--- config.mk ---
export PLATFORM = sky130hd
export DESIGN_NAME = dest_pipe_tracker
export DESIGN_NICKNAME = d
export VERILOG_FILES = /design/src/rtl/dest_pipe_tracker_pkg.sv /design/src/rtl/dest_pipe_tracker_hazard_stall_cmp.sv /design/src/rtl/dest_pipe_tracker.sv
export SDC_FILE = /design/constraint.sdc
export NUM_CORES = 1
export LEC_CHECK = 0
export ABC_AREA = 1
export CAP_MARGIN = 40
export CORE_MARGIN = 2
export CORE_UTILIZATION = 42
export CTS_CLUSTER_DIAMETER = 60
export CTS_CLUSTER_SIZE = 30
export DETAILED_ROUTE_END_ITERATION = 8
export PLACE_DENSITY = 0.69
export SYNTH_ARGS = -nofsm -noshare
export SYNTH_HDL_FRONTEND = slang
export SYNTH_SLANG_ARGS = --single-unit
--- constraint.sdc ---
create_clock -name clk -period 2.8 [get_ports clk]
set_input_delay 0.28 -clock clk [delete_from_list [all_inputs] [get_ports clk]]
set_output_delay 0.28 -clock clk [all_outputs]
set_load 0.02 [all_outputs]
--- src/rtl/dest_pipe_tracker_pkg.sv ---
// Shared definitions for the E/M/W destination-record tracker:
// record layout, bubble constant and the saturating Tnew decrement.
package dest_pipe_tracker_pkg;

    localparam int TNEW_W = 2;

    typedef struct packed {
        logic [4:0]        a3;
        logic              reg_write;
        logic [TNEW_W-1:0] tnew;
        logic              jal;
        logic              jalr;
    } dest_rec_t;

    localparam dest_rec_t RECORD_BUBBLE = '0;

    function automatic logic [TNEW_W-1:0] sat_dec(input logic [TNEW_W-1:0] x);
        logic [TNEW_W-1:0] r;
        if (x == {TNEW_W{1'b0}}) begin
            r = {TNEW_W{1'b0}};
        end else begin
            r = x - {{(TNEW_W-1){1'b0}}, 1'b1};
        end
        return r;
    endfunction

endpackage

--- src/rtl/dest_pipe_tracker_hazard_stall_cmp.sv ---
// One source operand's load-use check against the E and M records;
// instantiated once for rs and once for rt.
module hazard_stall_cmp
    import dest_pipe_tracker_pkg::*;
(
    input  logic [4:0]        addr,
    input  logic              use_reg,
    input  logic [TNEW_W-1:0] tuse,
    input  dest_rec_t         rec_e,
    input  dest_rec_t         rec_m,
    output logic              stall
);

    logic hit_e;
    logic hit_m;

    // Stall while a producer in E or M still needs more cycles than the consumer can wait.
    always_comb begin
        hit_e = (addr == rec_e.a3) && rec_e.reg_write && (rec_e.tnew > tuse);
        hit_m = (addr == rec_m.a3) && rec_m.reg_write && (rec_m.tnew > tuse);
        if (use_reg && (addr != 5'd0)) begin
            stall = hit_e || hit_m;
        end else begin
            stall = 1'b0;
        end
    end

endmodule

--- src/rtl/dest_pipe_tracker.sv ---
// Destination-record pipeline for E/M/W feeding the forwarding unit,
// plus the Tuse/Tnew load-use stall and a saturating stall counter.
module dest_pipe_tracker #(
    parameter int STALL_CNT_W = 32,
    parameter int TNEW_W      = dest_pipe_tracker_pkg::TNEW_W
) (
    input  logic                   clk,
    input  logic                   reset,
    input  logic [4:0]             A1_D,
    input  logic [4:0]             A2_D,
    input  logic                   use_rs_D,
    input  logic                   use_rt_D,
    input  logic [TNEW_W-1:0]      Tuse_rs_D,
    input  logic [TNEW_W-1:0]      Tuse_rt_D,
    input  logic [4:0]             A3_D,
    input  logic                   RegWrite_D,
    input  logic [TNEW_W-1:0]      Tnew_D,
    input  logic                   jal_D,
    input  logic                   jalr_D,
    output logic [4:0]             A3_E,
    output logic [4:0]             A3_M,
    output logic [4:0]             A3_W,
    output logic                   RegWrite_E,
    output logic                   RegWrite_M,
    output logic                   RegWrite_W,
    output logic [TNEW_W-1:0]      Tnew_E,
    output logic [TNEW_W-1:0]      Tnew_M,
    output logic [TNEW_W-1:0]      Tnew_W,
    output logic                   jal_E,
    output logic                   jal_M,
    output logic                   jal_W,
    output logic                   jalr_E,
    output logic                   jalr_M,
    output logic                   jalr_W,
    output logic                   stall,
    output logic [STALL_CNT_W-1:0] stall_cnt
);

    dest_pipe_tracker_pkg::dest_rec_t rec_e;
    dest_pipe_tracker_pkg::dest_rec_t rec_m;
    dest_pipe_tracker_pkg::dest_rec_t rec_w;
    dest_pipe_tracker_pkg::dest_rec_t rec_d;
    logic stall_rs;
    logic stall_rt;

    hazard_stall_cmp u_cmp_rs (
        .addr    (A1_D),
        .use_reg (use_rs_D),
        .tuse    (Tuse_rs_D),
        .rec_e   (rec_e),
        .rec_m   (rec_m),
        .stall   (stall_rs)
    );

    hazard_stall_cmp u_cmp_rt (
        .addr    (A2_D),
        .use_reg (use_rt_D),
        .tuse    (Tuse_rt_D),
        .rec_e   (rec_e),
        .rec_m   (rec_m),
        .stall   (stall_rt)
    );

    assign stall = stall_rs | stall_rt;

    // Non-writing instructions and writes to $0 become an all-zero record so they never match.
    always_comb begin
        if (RegWrite_D && (A3_D != 5'd0)) begin
            rec_d.a3        = A3_D;
            rec_d.reg_write = 1'b1;
            rec_d.tnew      = Tnew_D;
            rec_d.jal       = jal_D;
            rec_d.jalr      = jalr_D;
        end else begin
            rec_d = dest_pipe_tracker_pkg::RECORD_BUBBLE;
        end
    end

    // Advance records each cycle; E takes a bubble while stalled. Counter saturates.
    always_ff @(posedge clk or posedge reset) begin
        if (reset) begin
            rec_e     <= dest_pipe_tracker_pkg::RECORD_BUBBLE;
            rec_m     <= dest_pipe_tracker_pkg::RECORD_BUBBLE;
            rec_w     <= dest_pipe_tracker_pkg::RECORD_BUBBLE;
            stall_cnt <= {STALL_CNT_W{1'b0}};
        end else begin
            rec_e      <= stall ? dest_pipe_tracker_pkg::RECORD_BUBBLE : rec_d;
            rec_m      <= rec_e;
            rec_m.tnew <= dest_pipe_tracker_pkg::sat_dec(rec_e.tnew);
            rec_w      <= rec_m;
            rec_w.tnew <= dest_pipe_tracker_pkg::sat_dec(rec_m.tnew);
            if (stall && (stall_cnt != {STALL_CNT_W{1'b1}})) begin
                stall_cnt <= stall_cnt + {{(STALL_CNT_W-1){1'b0}}, 1'b1};
            end else begin
                stall_cnt <= stall_cnt;
            end
        end
    end

    assign A3_E       = rec_e.a3;
    assign A3_M       = rec_m.a3;
    assign A3_W       = rec_w.a3;
    assign RegWrite_E = rec_e.reg_write;
    assign RegWrite_M = rec_m.reg_write;
    assign RegWrite_W = rec_w.reg_write;
    assign Tnew_E     = rec_e.tnew;
    assign Tnew_M     = rec_m.tnew;
    assign Tnew_W     = rec_w.tnew;
    assign jal_E      = rec_e.jal;
    assign jal_M      = rec_m.jal;
    assign jal_W      = rec_w.jal;
    assign jalr_E     = rec_e.jalr;
    assign jalr_M     = rec_m.jalr;
    assign jalr_W     = rec_w.jalr;

endmodule

# Word level (Yosys, flattened, before mapping)

Cells that the tools add are included.

Flip-flop bits (word level): 62
Input port bits: 28
Output and inout port bits: 63
Word-level logic and storage cells: 54

Add/sub/neg operators: 3
$lt $le $gt $ge: 4
Equality and inequality tests: 5
Mux-type cells: 6
Bitwise operators: 1
Reduce and logical (&&, ||, !) cells: 19

Operator list:

| kind                  | number |
|---|---|
| $add 32x1->32 const B | 1 |
| $ne 32x32->1 const B  | 1 |
| $eq 5x5->1            | 4 |
| $mux 10               | 2 |
| $reduce_bool 5->1     | 3 |
| $logic_and 1x1->1     | 12 |
| $gt 2x2->1            | 4 |
| $logic_not 2->1       | 2 |
| $mux 2                | 2 |
| $sub 2x1->2 const B   | 2 |
| $logic_or 1x1->1      | 2 |
| $mux 1                | 2 |
| $or 1x1->1            | 1 |

# Longest topological paths before layout

Depth after elaboration: 7
Gate-level depth with buffers: 15
Gate-level depth less buffers: 14

# By module

From an unflattened synthesis, not the netlist that was laid out.

Cell total of the unflattened synthesis: 539
Area total of the unflattened synthesis: 3719.8 µm²

Modules (own cells, without submodules):

| module            | instances | cells each | area each (µm²) | sequential area each (µm²) |
|---|---|---|---|---|
| dest_pipe_tracker | 1         | 405        | 3084.2          | 1551.5 |
| hazard_stall_cmp  | 2         | 67         | 317.8           | 0.0 |

# Worst setup path before layout

Ideal clock, no wire load.

Kind: reg2out
From: register Tnew_M[0] (netlist name)
To: output stall
Data arrival time: 1633 ps
Data required time: 2520 ps
Path slack: 887 ps
Stages on the path, launching flop included: 13
Path buffers: 1
Cell sequence: dfrtp_1 > inv_1 > ha_1 > nand2_1 > inv_1 > nor2_1 > nand2_1 > nor2_1 > nand2_1 > nand2_1 > nand2_1 > nand2_2 > buf_2

Word-level cells in the longest chain between the ends: 5
Elaborated cells between the ends (all ways): 9
Those cells by class: order compare (2); mux (2); bitwise (1); reduce/logical (4)

RTL lines:

| what              | line                                     | RTL |
|---|---|---|
| $gt 2x2->1        | dest_pipe_tracker_hazard_stall_cmp.sv:20 | `hit_m = (addr == rec_m.a3) && rec_m.reg_write && (rec_m.tnew > tuse);` |
| $logic_and 1x1->1 | dest_pipe_tracker_hazard_stall_cmp.sv:20 |  |
| $logic_or 1x1->1  | dest_pipe_tracker_hazard_stall_cmp.sv:22 | `stall = hit_e \|\| hit_m;` |
| $mux 1            | dest_pipe_tracker_hazard_stall_cmp.sv:21 | `if (use_reg && (addr != 5'd0)) begin` |
| $or 1x1->1 *      | dest_pipe_tracker.sv:64                  | `assign stall = stall_rs \| stall_rt;` |
| end: declaration  | dest_pipe_tracker.sv:35                  | `output logic stall,` |

Every way passes the cells marked *; elsewhere a longest branch is shown, timed or not.

# Worst setup path after layout

From: register Tnew_E[0] (netlist name)
To: register stall_cnt[25]

Word-level cells in the longest chain between the ends: 6
Elaborated cells between the ends (all ways): 10
Those cells by class: order compare (2); mux (2); bitwise (1); reduce/logical (5)

RTL lines:

| what                   | line                                     | RTL |
|---|---|---|
| $gt 2x2->1             | dest_pipe_tracker_hazard_stall_cmp.sv:19 | `hit_e = (addr == rec_e.a3) && rec_e.reg_write && (rec_e.tnew > tuse);` |
| $logic_and 1x1->1      | dest_pipe_tracker_hazard_stall_cmp.sv:19 |  |
| $logic_or 1x1->1       | dest_pipe_tracker_hazard_stall_cmp.sv:22 |  |
| $mux 1                 | dest_pipe_tracker_hazard_stall_cmp.sv:21 |  |
| $or 1x1->1 *           | dest_pipe_tracker.sv:64                  |  |
| $logic_and 1x1->1 *    | dest_pipe_tracker.sv:92                  | `if (stall && (stall_cnt != {STALL_CNT_W{1'b1}})) begin` |
| end signal: assignment | dest_pipe_tracker.sv:85                  | `stall_cnt <= {STALL_CNT_W{1'b0}};` |
| end signal: assignment | dest_pipe_tracker.sv:93                  | `stall_cnt <= stall_cnt + {{(STALL_CNT_W-1){1'b0}}, 1'b1};` |
| end signal: assignment | dest_pipe_tracker.sv:95                  | `stall_cnt <= stall_cnt;` |
| end: declaration       | dest_pipe_tracker.sv:36                  | `output logic [STALL_CNT_W-1:0] stall_cnt` |

Marks and branches as above.
A chain may end at the register's enable or synchronous reset.

==> metrics.cfg <==
[grt]
antenna_found_initial=0
grt_remaining_overflow=0
track_usage=0.2034
grt_pass1_vias=3478
grt_max_degree=63
grt_first_pass_wirelength_um=15800

[clocking]
cts.path.max_buffers=2
numClockSinks=62
root_buffer=clkbuf_8
insertion_delay_ps=340
cts_made_buffers=9
ctsHtreeMaxLevel=3
clk_pin_slew_ps=80
cts_tree=yes

[place]
port_buffers=90
gp_congestion=0.8149
dp_cells=699
dp_slack_ps=39.85
placed_area_sq_um=4662
hpwl_um=6958

[yosys]
synth_nets=544
avgSynthCellArea_sq_um=7.201
synth-seq-cells=62
yosysUniqueCellTypes=28
ys_seq_area_frac=0.4249
yosysWarnings=0
synth_top_area_frac=0.4249
syn_inst=507
synth_area_sq_um=3651
ys_top_cells_by_area=dfrtp_1, nand2_1, inv_1
synth_top_area_cell=dfrtp_1

[layout]
fillCellCount=806
diodes=0
area_delta_synth_final_pct=32.90
multi_input_area_sq_um=1784
fin_nets=639
drive_above_1_share=0.05281
seqCellArea_sq_um=1551
fin_area_sq_um=4852
final_cells=714

[routing]
drtIter0Drc=127
firstDrtPassIters=4
drc=0
avgViaCountPerCell=4.868
wl_per_cell_um=13.07
dr_total_vias=3476
wl_um=9333
ant_nets=0

[sta]
finalClockSkew_ps=9.325
max_slew_margin=0.7302
min_period_over_period=0.8654
tightest_slew_ps=401.6
hold_violations=0
fin_ws_ps=376.9
fmax_mhz=412.7
maxSlewViolCount=0
period_minus_slack_ps=2423
tns_ps=0
rsz0062_at_grt=false
setup_viol=0

[setup_path]
path_common_cell=nand2_1
cpMaxStageDelayCell=dfrtp_1
worst-endpoint-required_ps=3030
crit_chain=inv_1 -> ha_1 -> a21oi_1 -> o21ai_0 -> nor2_1 -> nand2_1 -> nand2_1 -> nand2_1 -> nand2_2 -> buf_4 -> nand2_2 -> nand2_1 -> nand2_1
regToRegSetupSlack_ps=380
crit_fanout=30
slowest_delay_ps=400
end_kind=flop
critPathLaunchType=flop
worstPathArrival_ps=2650
critical_path_class=reg -> reg

[floorplanning]
ioPinCount=91
coreArea_sq_um=8593
rows=34
die_w_um=97.24
initial_utilization=0.4249
die_area_sq_um=9455
die_y_um=97.24

[power]
peakVddDrop_uv=253.3
p_total_w=0.002009
p_per_area_nw_per_um2=414.1
leakagePower_nw=2.425

[flow_run]
drv_cap=0

[hold_path]
holdCritPathClass=in -> async

[status]
status=complete, no violations

## area by class of cell
type	instances	share of cell area
multi-input combinational	368	0.3677
clock buffer	9	0.02553
inverter	68	0.05260
clock inverter	6	0.01315
timing repair buffer	93	0.1934
sequential	62	0.3198
tap	108	0.02785
## timing repair
action                                  CTS  global route
endpoints found under the hold margin     0             0
setup buffers                             0             0
gates resized for setup                   0             1
endpoints found under the setup margin    0             1
hold buffers                              0             0
## layout by cell type (no fill, tap or decap), drive strengths merged
cell           synthesis  layout
a21oi                  3       3
and2                   2       2
and3                   2       2
buf                    9       3
bufinv                 0       1
clkbuf                 0       9
clkdlybuf4s50          0      89
clkinv                 0       3
clkinvlp               0       2
dfrtp                 62      62
dlymetal6s2s           0       1
ha                     9       9
inv                   68      68
nand2                188     188
nand3                 48      48
nand3b                 6       6
nand4                  7       7
nor2                  65      65
nor3                   7       7
o21ai                  3       3
o21bai                 3       3
or2                    1       1
xnor2                 12      12
xor2                  12      12
## cell families after synthesis
| kind of cell | share of synthesized area |
|---|---|
| buffers and inverters | 0.08636 |
| xor gates and xnor gates | 0.05757 |
| adders and majority gates | 0.03084 |
| AOI/OAI and AO/OA | 0.01439 |
| and+or+nand+nor | 0.3859 |
| DFF | 0.4249 |
## flip-flops by register name, indices dropped and copies added (netlist names), 2 cells and up
register and cells:
A3_W 5, Tnew_M 2, A3_E 5, A3_M 5, Tnew_W 2, stall_cnt 32, Tnew_E 2
## final timing paths
kind,startpoint,end,cells past startpoint
setup / recovery,Tnew_E[0],stall_cnt[25],13
min in group clk,jalr_E,jalr_M,0
max in group asynchronous,reset,stall_cnt[24],3
hold reg to reg,jalr_E,jalr_M,0
setup reg to reg,Tnew_E[0],stall_cnt[25],13
hold / removal,reset,A3_M[1],3
## where the power goes
| part | leakage [nW] | total [W] | switching [W] | internal [W] |
|---|---|---|---|---|
| Clock | 0.0911 | 0.000770 | 0.000366 | 0.000404 |
| Combinational | 1.50 | 0.000281 | 0.000146 | 0.000135 |
| Sequential | 0.833 | 0.000958 | 0.0000315 | 0.000927 |
| Total | 2.42 | 0.00201 | 0.000544 | 0.00147 |
## through the flow
step                  util  hold slack (ps)
floorplan                -            402.3
global placement    0.5425            364.7
detailed placement  0.5425            363.4
CTS                 0.5644            328.2
global route        0.5646            368.4
finish              0.5646            318.4
## synthesized netlist by cell type, drive strengths merged
cell type / count
a21oi: 3
and2: 2
and3: 2
buf: 9
dfrtp: 62
ha: 9
inv: 68
nand2: 188
nand3: 48
nand3b: 6
nand4: 7
nor2: 65
nor3: 7
o21ai: 3
o21bai: 3
or2: 1
xnor2: 12
xor2: 12
## metal layers
layer	up-vias	part of all wire	track usage	wire (um)
met5	-	0	0	0
met4	0	0.019	0.06197	180
met3	18	0.067	0.05108	621
met2	99	0.49	0.3536	4527
met1	1605	0.43	0.2493	4003
li1	1754	-	-	-
## critical path: cells and delay by family (launching register included)
| family | cells | cell delay (ps) |
|---|---|---|
| AOI/OAI and AO/OA | 2 | 270 |
| adders and majority gates | 1 | 280 |
| buffers and inverters | 2 | 380 |
| DFF | 1 | 400 |
| and+or+nand+nor | 8 | 970 |
(Power assumes the default switching activity.)
